### src/rtl/rx_frame_ctrl.sv
// Four-lane receive framing controller: deskews lane bytes into 32-bit symbol
// words, acquires COM lock and frames packets between STP and END.
module rx_frame_ctrl #(
   parameter int SKEW_MAX   = 4,
   parameter int COM_NEEDED = 1,
   parameter int MAX_WORDS  = 64
) (
   input  logic        clk,
   input  logic        reset,
   input  logic        enb,
   input  logic [7:0]  lane_byte0,
   input  logic [7:0]  lane_byte1,
   input  logic [7:0]  lane_byte2,
   input  logic [7:0]  lane_byte3,
   input  logic [3:0]  lane_vld,
   output logic [31:0] data,
   output logic        data_vld,
   output logic        sop,
   output logic        eop,
   output logic        err,
   output logic        lock,
   output logic [3:0]  S
);

   localparam logic [1:0] HUNT      = 2'd0;
   localparam logic [1:0] LINK_IDLE = 2'd1;
   localparam logic [1:0] PKT       = 2'd2;

   localparam logic [7:0] K_COM  = 8'hBC;
   localparam logic [7:0] K_STP  = 8'hFB;
   localparam logic [7:0] K_END  = 8'hFD;
   localparam logic [7:0] K_IDLE = 8'h00;

   localparam int SKW = $clog2(SKEW_MAX + 1) + 1;

   logic [7:0]     in_byte [4];
   logic [7:0]     hold [4];
   logic [3:0]     s_hold;
   logic [SKW-1:0] skew_cnt;
   logic [31:0]    sym_word;
   logic           sym_vld;
   logic           skew_err;

   logic [3:0]     avail;
   logic           complete;
   logic           dbl;
   logic           tmo;
   logic [31:0]    sym_next;

   logic [1:0]     state;
   logic [3:0]     com_cnt;
   logic [6:0]     word_cnt;
   logic           sop_armed;
   logic [31:0]    data_q;
   logic           data_vld_q;
   logic           sop_q;
   logic           eop_q;
   logic           err_q;

   logic [7:0]     b0;
   logic           all_eq;
   logic           is_com;
   logic           is_stp;
   logic           is_end;
   logic           is_idle;
   logic           is_data;

   assign in_byte[0] = lane_byte0;
   assign in_byte[1] = lane_byte1;
   assign in_byte[2] = lane_byte2;
   assign in_byte[3] = lane_byte3;

   // Completion has priority over both skew errors, so a late lane that still
   // completes the symbol on the timeout cycle is accepted.
   always_comb begin
      avail    = s_hold | lane_vld;
      complete = (&avail) && (|lane_vld);
      dbl      = (|(lane_vld & s_hold)) && !complete;
      tmo      = (s_hold != 4'd0) && (skew_cnt == SKW'(SKEW_MAX)) && !complete;
      sym_next = '0;
      for (int i = 0; i < 4; i++) begin
         sym_next[8*i +: 8] = s_hold[i] ? hold[i] : in_byte[i];
      end
   end

   always_ff @(posedge clk) begin
      if (reset) begin
         s_hold   <= '0;
         skew_cnt <= '0;
         sym_word <= '0;
         sym_vld  <= 1'b0;
         skew_err <= 1'b0;
         for (int i = 0; i < 4; i++) begin
            hold[i] <= '0;
         end
      end else if (enb) begin
         sym_vld  <= 1'b0;
         skew_err <= 1'b0;
         if (complete) begin
            s_hold   <= '0;
            skew_cnt <= '0;
            sym_word <= sym_next;
            sym_vld  <= 1'b1;
         end else if (dbl || tmo) begin
            s_hold   <= '0;
            skew_cnt <= '0;
            skew_err <= 1'b1;
         end else begin
            s_hold   <= avail;
            skew_cnt <= (avail != 4'd0) ? skew_cnt + SKW'(1) : '0;
            for (int i = 0; i < 4; i++) begin
               if (lane_vld[i]) hold[i] <= in_byte[i];
            end
         end
      end
   end

   always_comb begin
      b0      = sym_word[7:0];
      all_eq  = (sym_word == {4{b0}});
      is_com  = all_eq && (b0 == K_COM);
      is_stp  = all_eq && (b0 == K_STP);
      is_end  = all_eq && (b0 == K_END);
      is_idle = all_eq && (b0 == K_IDLE);
      is_data = !(is_com || is_stp || is_end || is_idle);
   end

   // Framing FSM runs one stage behind assembly, so every strobe appears one
   // cycle after the symbol completes.
   always_ff @(posedge clk) begin
      if (reset) begin
         state      <= HUNT;
         com_cnt    <= '0;
         word_cnt   <= '0;
         sop_armed  <= 1'b0;
         data_q     <= '0;
         data_vld_q <= 1'b0;
         sop_q      <= 1'b0;
         eop_q      <= 1'b0;
         err_q      <= 1'b0;
      end else if (!enb) begin
         data_vld_q <= 1'b0;
         sop_q      <= 1'b0;
         eop_q      <= 1'b0;
         err_q      <= 1'b0;
      end else begin
         data_vld_q <= 1'b0;
         sop_q      <= 1'b0;
         eop_q      <= 1'b0;
         err_q      <= 1'b0;
         if (skew_err) begin
            err_q   <= 1'b1;
            state   <= HUNT;
            com_cnt <= '0;
         end else if (sym_vld) begin
            case (state)
               HUNT: begin
                  if (is_com) begin
                     if (com_cnt + 4'd1 == 4'(COM_NEEDED)) begin
                        state   <= LINK_IDLE;
                        com_cnt <= '0;
                     end else begin
                        com_cnt <= com_cnt + 4'd1;
                     end
                  end else begin
                     com_cnt <= '0;
                  end
               end
               LINK_IDLE: begin
                  if (is_stp) begin
                     state     <= PKT;
                     word_cnt  <= '0;
                     sop_armed <= 1'b1;
                  end else if (!(is_idle || is_com)) begin
                     err_q <= 1'b1;
                     state <= HUNT;
                  end
               end
               PKT: begin
                  if (is_data) begin
                     if (word_cnt == 7'(MAX_WORDS)) begin
                        err_q     <= 1'b1;
                        sop_armed <= 1'b0;
                        state     <= LINK_IDLE;
                     end else begin
                        data_q     <= sym_word;
                        data_vld_q <= 1'b1;
                        sop_q      <= sop_armed;
                        sop_armed  <= 1'b0;
                        word_cnt   <= word_cnt + 7'd1;
                     end
                  end else if (is_end) begin
                     eop_q <= 1'b1;
                     err_q <= (word_cnt == 7'd0);
                     state <= LINK_IDLE;
                  end else begin
                     eop_q <= 1'b1;
                     err_q <= 1'b1;
                     state <= is_com ? HUNT : LINK_IDLE;
                  end
               end
               default: state <= HUNT;
            endcase
         end
      end
   end

   assign data     = data_q;
   assign data_vld = data_vld_q & enb;
   assign sop      = sop_q & enb;
   assign eop      = eop_q & enb;
   assign err      = err_q & enb;
   assign lock     = (state == LINK_IDLE) || (state == PKT);
   assign S        = s_hold;

endmodule

### config.mk
export PLATFORM = sky130hd
export DESIGN_NAME = rx_frame_ctrl
export DESIGN_NICKNAME = d
export VERILOG_FILES = /design/src/rtl/rx_frame_ctrl.sv
export SDC_FILE = /design/constraint.sdc
export NUM_CORES = 1
export LEC_CHECK = 0
export BUFFER_PORTS_ARGS = -buffer_cell sky130_fd_sc_hd__buf_2
export CORE_ASPECT_RATIO = 1.2
export CORE_MARGIN = 2
export CORE_UTILIZATION = 41
export CTS_CLUSTER_DIAMETER = 200
export DETAILED_ROUTE_END_ITERATION = 16
export SLEW_MARGIN = 20
export SYNTH_ARGS = -nofsm -noshare
export SYNTH_HDL_FRONTEND = slang
export SYNTH_SLANG_ARGS = --single-unit
### constraint.sdc
create_clock -name clk -period 5.7 [get_ports clk]
set_clock_uncertainty 0.05 [all_clocks]
set_input_delay 0.285 -clock clk [delete_from_list [all_inputs] [get_ports clk]]
set_output_delay 0.285 -clock clk [all_outputs]
set_load 0.05 [all_outputs]
==> results.md <==
* Run status: complete, no violations
* Largest net degree at the start of global routing at 80
* DRC at 0
* Htree depth at 4
* Synthesis-stage register bit count at 124
* Crit path max-delay family: simple AND/OR/NAND/NOR gates
* Initial Util at 41.9%
* Initial antenna violation count at 0
* Tmin final at 2.86 ns
* Ys Warns at 0
* Overflow after GRT at 0
* GP Congestion at 0.873
* Max IR drop VDD at 210 uV
* Critical path endpoint category: flop
* Routed vias/inst at 5.42
* Post-synth cell types at 64
* Dpl ws at 2.73 ns
* Layout Nets at 735
* Syn_nets at 672
* Share of cells above drive strength 1 at 18.9%
* Period utilization at 50.2%
* Clock Path Buffers at 2
* Pleak at 2.67 nW
* Vias in the first global route at 4508
* Worst-path clk slew at 0.06 ns
* CTS root buf: clkbuf_16
* Die area at 15100 um^2
* Hold Violations, Final at 0
* Critical path depth in cells at 6
* Placed Area at 6270 um^2
* Final instance area at 6950 um^2
* Mapped cell area at 5800 um^2
* Total GRT Usage at 19.4%
* Synth top area cells: dfxtp_1 (32%), edfxtp_1 (17%), nand2_1 (5.8%)
* Wirelength, routed at 14200 um
* Reg2Reg Depth at 6
* Number of diodes at 0
* Ys flop type: dfxtp_1
* Avg Synthesized Cell Area at 9.30 um^2
* Crit-path cells: xor2_1, nor4_1, and4_1, a21oi_2, or4_1, a21oi_1
* Sink Count at 124
* PostCTS Resize Cnt at 0
* CP max-delay cell: dfxtp_1
* Pwr Total at 2.38 mW
* Crit start category: flop
* Core ar. at 13800 um^2
* Worst rel slew slack at 44.4%
* Synth top area share at 31.8%
* Worst skew pair latency at 0.42 ns
* Hold Crit Depth at 2
* Min-Delay Path Class: in -> reg
* Number of flops mapped to enable cells by yosys at 32
* Worst Path Buf+Inv at 0
* Vias at 4712
* Post-Syn Instances at 623
* CP Data Arrival Time at 3.15 ns
* RSZ-0062 raised after global routing: no
* TritonCTS Buffers at 17
* DR iter-0 viols at 279
* Final worst slack at 2.84 ns
* Post-CTS setup buffers at 0
* Power Density at 342 nW/um^2
* CTS tree: yes
* Maxcap violations at 0
* Seq/Total Area, Yosys at 48.3%
* First-pass GRT wire length at 23000 um
* Routed WL per cell at 16.3 um
* Row count at 47
* Max incr delay on CP at 0.65 ns
* Final Slew Violations at 0
* DIE WIDTH at 113 um
* Die Y at 134 um
* Critical Path Fanout Max at 15
* Post-synth ARST share at 0%
* Post-DRT Antenna Nets at 0
* Hold_buf cts at 0
* FMAX at 350 MHz
* Synth-to-layout area growth at 19.9%
* Setup TNS Final at 0 ns
* Post-synth top area cell: dfxtp_1
* Data required time at the worst endpoint at 5.99 ns
* # port buffers at 79
* DRT Pass-1 Iters at 5
* Worst Max-Slew Pin Slew at 0.834 ns
* Critical path class: reg -> reg
* Post-DP HPWL at 10200 um
* Final setup viols at 0
* Ports at 80
[routing by layer]
| metal | vias up | GRT usage (%) | share of wire (%) |
|---|---|---|---|
| met3 | 15 | 4.79 | 5.3 |
| met2 | 130 | 30.5 | 47 |
| met5 | - | 0 | 0 |
| met4 | 0 | 8.27 | 1.7 |
| li1 | 2365 | - | - |
| met1 | 2202 | 25.3 | 46 |
[worst reg2reg max path: cells and delay by family, from the launching register on]
family,cells,cell delay (ns)
and+or+nand+nor,3,1.48
AOI/OAI and AO/OA,2,0.44
xor gates and xnor gates,1,0.16
DFF,1,0.65
[area by class of cell]
class / instances / area, um^2
Inverter: 17 / 63.8
Tap cell: 171 / 214
Multi-Input combinational cell: 443 / 2770
Sequential cell: 124 / 2800
Fill cell: 1309 / 6870
Clock buffer: 19 / 464
Clock inverter: 13 / 208
Timing Repair Buffer: 83 / 425
[through the flow]
stage | cells | hold WS, ns | utilization (%)
2_1_floorplan | 623 | 0.380 | -
3_3_place_gp | 838 | 0.393 | 45.4
3_5_place_dp | 838 | 0.393 | 45.4
4_1_cts | 870 | 0.0974 | 50.2
5_1_grt | 870 | 0.0944 | 50.3
6_report | 870 | 0.108 | 50.3
[synthesized netlist by cell type, types with 2 or more instances]
library cell  count
dfxtp_1          92
and4_1            3
a21o_1            4
edfxtp_1         32
nor4_1            7
o22ai_1           4
buf_6             3
a2bb2oi_1         2
mux2i_1          33
a21oi_1          50
nand3_1          11
buf_4             3
nor3_1           12
buf_2             6
a22oi_1           3
inv_1            17
or3_1             2
a311oi_1          2
a211oi_1         34
ha_1             10
a31oi_1           3
and2_1           40
o31ai_1           6
nand4_1           8
xnor2_1           2
o21ai_0           6
or4_1             7
or2_2             2
nand2b_1          2
and3_1           12
clkbuf_1         26
o22ai_2           2
o2bb2ai_1         2
nand2_1          89
xor2_1            6
nor2_1           52
[power by group]
| group | internal [mW] | switching [mW] |
|---|---|---|
| Sequential | 0.936 | 0.0343 |
| Combinational | 0.0688 | 0.125 |
| Clock | 0.815 | 0.397 |
[cells by family (layout without fill, tap and decap cells)]
kind of cell / after synthesis / after routing / synth area share, %
fa+ha+maj: 10 / 10 / 2.16
mux: 34 / 34 / 5.89
xor+xnor: 8 / 8 / 1.21
buf+inv: 56 / 132 / 4.34
compound gates: 137 / 137 / 16.4
simple gates: 254 / 254 / 21.7
flops: 124 / 124 / 48.3
[sequential cells by signal (all words and copies together) (netlist names)]
name and count:
hold 32, data 32, data_vld_q 1, eop_q 1, skew_cnt 4, err_q 1, state 2, S 4
skew_err 1, sop_armed 1, sop_q 1, sym_word 32, com_cnt 4, sym_vld 1, word_cnt 7
[cell usage in the layout (no fill, tap or decap), types with 3 or more instances in the layout]
master / instances
a31oi_1: 3
o21ai_0: 6
clkbuf_16: 18
a211oi_1: 34
bufinv_16: 5
inv_1: 17
edfxtp_1: 32
and2_1: 40
mux2i_1: 33
dfxtp_1: 92
a21oi_1: 50
nand2_1: 89
and4_1: 3
o31ai_1: 6
ha_1: 10
a22oi_1: 3
nor4_1: 6
nor3_1: 11
and3_1: 12
nand3_1: 11
a21o_1: 4
inv_6: 3
buf_2: 79
nor2_1: 52
or4_1: 7
o22ai_1: 4
buf_4: 4
xor2_1: 6
nand4_1: 8
[final timing paths]
kind	from	to	slack (ns)
max	sym_word[2]	word_cnt[6]	2.84
min	lane_byte3[1]	hold[3][1]	0.11
max reg2reg	sym_word[2]	word_cnt[6]	2.84
min reg2reg	data[9]	data[9]	0.40
No activity file was read; power rests on OpenSTA's default activity.
